`src/rtl/id_ex_operand_stage.sv`:
```
// ID/EX pipeline register with load-use hazard detection, write-back bypass on
// capture, and EX/MEM + MEM/WB operand forwarding feeding the ALU directly.
//
// Flow control: id_valid marks a real instruction in ID. When stall is high the
// upstream stages must hold PC and IF/ID so the same instruction is presented
// again next cycle. A bubble is loaded into EX in its place. ex_valid marks a
// real instruction in EX. Bubbles carry NOP_OP, NO_REG and zero controls, so
// anything downstream may ignore their data fields.
module id_ex_operand_stage #(
  parameter int unsigned       DATA_W = 16,
  parameter int unsigned       RA_W   = 4,
  parameter int unsigned       OP_W   = 4,
  parameter logic [OP_W-1:0]   NOP_OP = 4'hD,
  parameter logic [RA_W-1:0]   NO_REG = 4'hF
) (
  input  logic              clk,
  input  logic              rst,
  input  logic              id_valid,
  input  logic [OP_W-1:0]   id_op,
  input  logic [RA_W-1:0]   id_rs,
  input  logic [RA_W-1:0]   id_rt,
  input  logic [DATA_W-1:0] id_rs_val,
  input  logic [DATA_W-1:0] id_rt_val,
  input  logic              id_uses_rs,
  input  logic              id_uses_rt,
  input  logic [DATA_W-1:0] id_imm,
  input  logic              id_use_imm,
  input  logic [RA_W-1:0]   id_rd,
  input  logic              id_reg_write,
  input  logic              id_mem_read,
  input  logic              id_mem_write,
  input  logic              flush,
  input  logic              exmem_reg_write,
  input  logic              exmem_mem_read,
  input  logic [RA_W-1:0]   exmem_rd,
  input  logic [DATA_W-1:0] exmem_result,
  input  logic              memwb_reg_write,
  input  logic [RA_W-1:0]   memwb_rd,
  input  logic [DATA_W-1:0] memwb_result,
  output logic              stall,
  output logic              ex_valid,
  output logic [OP_W-1:0]   alu_op,
  output logic [DATA_W-1:0] alu_a,
  output logic [DATA_W-1:0] alu_b,
  output logic [DATA_W-1:0] ex_store_data,
  output logic [RA_W-1:0]   ex_rd,
  output logic              ex_reg_write,
  output logic              ex_mem_read,
  output logic              ex_mem_write
);

  // Latched operand state for the instruction in EX.
  logic [RA_W-1:0]   ex_rs;
  logic [RA_W-1:0]   ex_rt;
  logic [DATA_W-1:0] ex_rs_val;
  logic [DATA_W-1:0] ex_rt_val;
  logic [DATA_W-1:0] ex_imm;
  logic              ex_use_imm;

  // Capture-time values after the write-back bypass.
  logic [DATA_W-1:0] cap_rs_val;
  logic [DATA_W-1:0] cap_rt_val;
  logic              load_bubble;

  // Forwarded operands.
  logic [DATA_W-1:0] fwd_rs;
  logic [DATA_W-1:0] fwd_rt;

  // Load-use hazard: a load in EX whose destination the ID instruction reads.
  // The bubble it creates has mem_read=0, so a second stall cannot follow.
  always_comb begin
    stall = id_valid & ~flush & ex_valid & ex_mem_read & (ex_rd != NO_REG)
          & ((id_uses_rs & (id_rs == ex_rd)) | (id_uses_rt & (id_rt == ex_rd)));
  end

  // Write-back bypass: a register written by MEM/WB this cycle is read stale
  // from the register file, so take the write data instead.
  always_comb begin
    load_bubble = flush | stall | ~id_valid;
    cap_rs_val  = id_rs_val;
    cap_rt_val  = id_rt_val;
    if (memwb_reg_write && (memwb_rd != NO_REG) && (memwb_rd == id_rs))
      cap_rs_val = memwb_result;
    if (memwb_reg_write && (memwb_rd != NO_REG) && (memwb_rd == id_rt))
      cap_rt_val = memwb_result;
  end

  // ID/EX register: bubble on flush/stall/empty ID, otherwise capture ID.
  always_ff @(posedge clk or posedge rst) begin
    if (rst) begin
      ex_valid     <= 1'b0;
      alu_op       <= NOP_OP;
      ex_rd        <= NO_REG;
      ex_reg_write <= 1'b0;
      ex_mem_read  <= 1'b0;
      ex_mem_write <= 1'b0;
      ex_rs        <= '0;
      ex_rt        <= '0;
      ex_rs_val    <= '0;
      ex_rt_val    <= '0;
      ex_imm       <= '0;
      ex_use_imm   <= 1'b0;
    end else if (load_bubble) begin
      ex_valid     <= 1'b0;
      alu_op       <= NOP_OP;
      ex_rd        <= NO_REG;
      ex_reg_write <= 1'b0;
      ex_mem_read  <= 1'b0;
      ex_mem_write <= 1'b0;
    end else begin
      ex_valid     <= 1'b1;
      alu_op       <= id_op;
      ex_rd        <= id_rd;
      ex_reg_write <= id_reg_write;
      ex_mem_read  <= id_mem_read;
      ex_mem_write <= id_mem_write;
      ex_rs        <= id_rs;
      ex_rt        <= id_rt;
      ex_rs_val    <= cap_rs_val;
      ex_rt_val    <= cap_rt_val;
      ex_imm       <= id_imm;
      ex_use_imm   <= id_use_imm;
    end
  end

  // Operand forwarding: EX/MEM (non-load) beats MEM/WB beats latched value.
  // NO_REG is never a forwarding source.
  always_comb begin
    fwd_rs = ex_rs_val;
    fwd_rt = ex_rt_val;
    if (exmem_reg_write && !exmem_mem_read && (exmem_rd == ex_rs) && (ex_rs != NO_REG))
      fwd_rs = exmem_result;
    else if (memwb_reg_write && (memwb_rd == ex_rs) && (ex_rs != NO_REG))
      fwd_rs = memwb_result;
    if (exmem_reg_write && !exmem_mem_read && (exmem_rd == ex_rt) && (ex_rt != NO_REG))
      fwd_rt = exmem_result;
    else if (memwb_reg_write && (memwb_rd == ex_rt) && (ex_rt != NO_REG))
      fwd_rt = memwb_result;
  end

  // ALU operand select.
  always_comb begin
    alu_a         = fwd_rs;
    alu_b         = ex_use_imm ? ex_imm : fwd_rt;
    ex_store_data = fwd_rt;
  end

endmodule
```
`config.mk`:
```
export PLATFORM = sky130hd
export DESIGN_NAME = id_ex_operand_stage
export DESIGN_NICKNAME = d
export VERILOG_FILES = /design/src/rtl/id_ex_operand_stage.sv
export SDC_FILE = /design/constraint.sdc
export NUM_CORES = 1
export LEC_CHECK = 0
export ABC_AREA = 1
export CAP_MARGIN = 10
export CORE_AREA = 2 2 104 106
export CTS_CLUSTER_DIAMETER = 30
export DETAILED_ROUTE_END_ITERATION = 8
export DIE_AREA = 0 0 106 108
export HOLD_SLACK_MARGIN = 0.03
export PLACE_DENSITY = 0.94
export SLEW_MARGIN = 10
export SYNTH_ARGS = -nofsm -noshare
export SYNTH_HDL_FRONTEND = slang
export SYNTH_SLANG_ARGS = --single-unit
```
`constraint.sdc`:
```
create_clock -name clk -period 3 [get_ports clk]
set_input_delay 0.3 -clock clk [delete_from_list [all_inputs] [get_ports clk]]
set_output_delay 0.3 -clock clk [all_outputs]
set_load 0.05 [all_outputs]
```
---- Word-level counts from Yosys, hierarchy flattened ----
Index checks and enable logic that the tools add are counted.
W data, S select, Z words.
storage, ports and cells
  register bits ........................... 69
  bits of input ports ..................... 117
  output and inout bits ................... 61
  word-level logic and storage cells ...... 62
cells by class
  equality and inequality tests ........... 12
  mux-type cells .......................... 13
  bitwise operators ....................... 12
  reduce and logical (&&, ||, !) cells .... 13
operators by type and width
  kind                  number
  $mux W16              7
  $eq A4 B4 Y1          8
  $ne A4 B4 Y1 const B  4
  $logic_and A1 B1 Y1   12
  $mux W4               2
  $and A1 B1 Y1         7
  $mux W1               4
  $or A1 B1 Y1          3
  $not A1 Y1            2
  $logic_not A1 Y1      1

---- Logic depth before layout (Yosys ltp) ----
  depth after elaboration ................. 9
  gate-level depth with buffers ........... 12
  mapped depth without buffers ............ 10

---- Least setup slack after synthesis ----
No wires, ideal clock.
  path type ............................... flip-flop to output port
  start point ............................. reg ex_rd[3]
  end point ............................... out stall
  arrival time ............................ 1.857 ns
  data required time ...................... 2.700 ns
  path slack .............................. 0.843 ns
  stages on the path, launching flop included .. 11
  buffers on the path ..................... 2
  cells stage by stage .................... dfstp_2 inv_1 nand2_1 o21ai_0 nor2_1 nand3_1 nand2_1 nand2_2 buf_4 buf_4 inv_1
on the way
  cells in the longest elaborated chain, start to end .. 4
  elaborated cells between the ends (all ways) .. 8
  those cells by class .................... eq/ne: 3; bitwise: 5
ends and longest elaborated chain
  element                   RTL line  text
  start: declaration        46        output logic [RA_W-1:0] ex_rd,
  start signal: assignment  113       ex_rd <= id_rd;
  $eq A4 B4 Y1              73        & ((id_uses_rs & (id_rs == ex_rd)) | (id_uses_rt & (id_rt == ex_rd)));
  $and A1 B1 Y1             73
  $or A1 B1 Y1              73
  $and A1 B1 Y1 (*)         73
  end: declaration          40        output logic stall,
Mark *: on every way between the ends. The rest lies on a longest branch, timed or not.

---- Final worst setup path ----
  start point ............................. in memwb_rd[3]
  end point ............................... out alu_b[4]
on the way
  cells in the longest elaborated chain, start to end .. 6
ends and longest elaborated chain
  element                           RTL line  text
  start: declaration                38        input logic [RA_W-1:0] memwb_rd,
  $eq A4 B4 Y1                      137       else if (memwb_reg_write && (memwb_rd == ex_rt) && (ex_rt != NO_REG))
  $logic_and A1 B1 Y1 (2 in a row)  137
  $mux W16                          137
  $mux W16                          135       if (exmem_reg_write && !exmem_mem_read && (exmem_rd == ex_rt) && (ex_rt != NO_REG))
  $mux W16                          144       alu_b = ex_use_imm ? ex_imm : fwd_rt;
  end: declaration                  44        output logic [DATA_W-1:0] alu_b,
No other way between the ends.

==> implementation parameters <==
Parameter                              Value

Pwr
  Leakage power summed over all cells    3.76 nW
  PwrDens    476 mW/mm^2
  Share of total power in sequential cells    0.339
  Combinational group share of total power    0.452
  Internal power component    1.87 mW
  Net switching power of the design    1.43 mW
  Worst supply voltage drop on vdd    333 uV
  Fraction of power spent switching nets    0.433
  Power Total    3.29 mW
  Clock Power Share    0.210

STA
  Final Hold Vio Count    0
  Period utilization    0.881
  Worst Max-Slew Pin Slew    0.898 ns
  Setup repair after global routing missed its margin    no
  Setup_tns    0 ns
  Fin. max-slew vios    0
  Min Tclk post-route    2.64 ns
  Setup Viol. Count Final    0
  Final worst slack    0.356 ns
  Fmax    378 MHz
  Clock skew after layout    0.0104 ns
  Headroom to the max-slew limit    0.401

Critical path
  Reg-to-reg startpoint    ex_rd[1]
  Element type at the critical path start    input port
  R2r worst-path depth    9
  Slack of the worst reg-to-reg path    1.06 ns
  Critical path fanouts, max    17
  Required time worst endpoint    2.70 ns
  Critical R2R Capture    ex_rt_val[2]
  Critical path class    in2out
  Type of destination of the critical path    primary output
  Arr. time, crit path    2.34 ns

Job
  Max Cap Violations    0

Synth
  Async SR Flop Fraction    1.00
  Synthesis-stage register bit count    69
  Unique cell type count in the Yosys netlist    33
  Number of instances in the synthesized netlist    798
  Synthesized area per cell    6.37 um^2
  Number of warnings printed during yosys synthesis    0
  Part of the Yosys area used for sequential elements    0.342
  Number of synthesized flops with an enable pin    0
  Syn Std Cell Area    0.00508 mm^2
  Dominant register cell in the synthesized netlist    sky130_fd_sc_hd__dfrtp_1
  Nets in the synthesized netlist    915

Detailed routing
  Wire length after detailed routing    16,400 um
  Vias per cell    5.29
  Routed vias    5,789
  Post-route DRC violation count    0
  Antenna-violating nets left    0
  Average wire per cell in the routed design    15.0 um
  Drt first-iter violations    607
  TritonRoute pass-1 iters    5

GRT
  Pin count of the biggest net entering global routing    70
  Global route total overflow    0
  Total routing usage reported by global routing    0.293
  Antenna violations before repair    0
  Wire length of the first global-routing pass    26,600 um
  Number of global-route vias before repair    5,404

CTS
  Post-CTS Resized    0
  Clock tree from TritonCTS    done
  Clock transition at the register clock pins on the worst setup and hold paths after CTS    0.07 ns
  H-Tree Level Count    3
  Post-CTS setup-driven buffer insertion count    0
  Clock sink count    69
  Cts bufs inserted    9
  CTS Root Cell    sky130_fd_sc_hd__clkbuf_8
  Insertion delay to the later sink of the worst-skew pair    0.35 ns
  Clock buffer depth    2
  Hold-fix buffer count after cts    0

Cells and area
  Most frequent standard cell in the layout excluding fill and tap cells    sky130_fd_sc_hd__nand2_1
  Count of filler cells inserted in the layout    876
  Multi-input gate area in the final layout    0.00274 mm^2
  Cell area after layout    0.00692 mm^2
  Ratio of cells with drive above 1 in the final layout    0.122
  Number of diodes added for antenna fixing    0
  Share of the core filled with cells in the final layout    0.677
  Area of all sequential standard cells    0.00174 mm^2
  Layout overhead on the synthesized area    36.3%
  Layout net count    1,070
  Most frequent cells in the layout    339 x sky130_fd_sc_hd__nand2_1, 140 x sky130_fd_sc_hd__nand3_1, 128 x sky130_fd_sc_hd__clkdlybuf4s50_1

Floorplan
  Initial core utilization    0.497
  Ports    178
  Width of the chip    106 um
  Floorplan row count    37
  Die area    0.0114 mm^2
  Core area    0.0102 mm^2
  Die span in y    108 um

Run status
  Status    finished clean

Placed design
  Routability Congestion    0.947
  Half-perimeter wire length of the detailed placement result    12,100 um
  DP Worst Slack    0.420 ns
  Dpl cell area    0.00675 mm^2
  Number of buffers inserted by port buffering    177

Min path
  Class of the tightest hold or removal check    in2reg
  Hold Path Depth    3
  Sink of the worst hold path    ex_rd[2]
  Hold Path Origin    id_rd[2]
[cell usage after synthesis (all sizes together), types with 2 or more instances]
cell / n / share of area
nand2: 346 / 0.26
nand3: 144 / 0.15
inv: 92 / 0.068
dfrtp: 62 / 0.31
buf: 34 / 0.044
nand4: 34 / 0.042
nor2: 27 / 0.030
and2: 16 / 0.020
clkbuf: 10 / 0.0074
o21ai: 8 / 0.0086
dfstp: 7 / 0.036
xnor2: 6 / 0.010
xor2: 3 / 0.0052
a21oi: 2 / 0.0049
o211ai: 2 / 0.0030
o22ai: 2 / 0.0025
[worst max path at each step]
stage / startpoint / endpoint / slack, ns / depth (start not counted)
2_1_floorplan: ex_rd[3] / stall / 0.84 / 10
3_3_place_gp: memwb_rd[3] / alu_b[15] / 0.43 / 11
3_5_place_dp: memwb_rd[3] / alu_b[8] / 0.42 / 11
4_1_cts: memwb_rd[3] / alu_b[15] / 0.41 / 11
5_1_grt: memwb_rd[3] / alu_b[7] / 0.19 / 11
6_report: memwb_rd[3] / alu_b[4] / 0.36 / 11
[power groups by stage]
stage / clock network (mW) / registers, mW / logic (mW)
2_1_floorplan: 0 / 1.13 / 0.960
3_3_place_gp: 0 / 1.13 / 1.46
3_5_place_dp: 0 / 1.13 / 1.48
4_1_cts: 0.702 / 1.11 / 1.49
5_1_grt: 0.749 / 1.13 / 1.59
6_report: 0.691 / 1.12 / 1.49
[routing by layer]
metal,track usage,vias up,part of all wire
li1,-,2822,-
met1,0.387,2587,0.41
met2,0.461,322,0.45
met3,0.0627,58,0.11
met4,0.139,0,0.037
met5,0,-,0
[cells by family after synthesis]
family	synth area share
compound gates	0.0224
buf+inv	0.119
xor+xnor	0.0155
flops	0.342
simple gates	0.501
[final cells by class]
class,count,share of cell area
Clock buffer,10,0.0199
Clock inverter,6,0.00560
Inverter,92,0.0499
Multi-Input combinational cell,593,0.396
Sequential cell,69,0.251
Tap cell,136,0.0246
Timing Repair Buffer,188,0.254
[metrics by stage]
step	instances	hold WS (ns)
detailed placement	1078	0.458
finish	1094	0.443
floorplan	798	0.381
CTS	1094	0.433
global placement	1078	0.453
global route	1094	0.465
[state kept, by name (all words and copies together) (netlist names)]
name	flops
ex_rd	4
ex_imm	16
ex_rt_val	16
alu_op	4
ex_mem_read	1
ex_mem_write	1
ex_rs_val	16
ex_valid	1
ex_reg_write	1
ex_rs	4
ex_use_imm	1
ex_rt	4
[critical path, stage by stage]
cell                              delay [ns]
sky130_fd_sc_hd__clkdlybuf4s50_1        0.70
sky130_fd_sc_hd__inv_2                  0.09
sky130_fd_sc_hd__nand2_2                0.07
sky130_fd_sc_hd__nand2_2                0.08
sky130_fd_sc_hd__nor2_8                 0.25
sky130_fd_sc_hd__nand3_4                0.23
sky130_fd_sc_hd__nand2_1                0.12
sky130_fd_sc_hd__nand3_1                0.09
sky130_fd_sc_hd__nand3_1                0.13
sky130_fd_sc_hd__nand2_1                0.08
sky130_fd_sc_hd__buf_4                  0.19
Power figures use the tool's default switching activity.
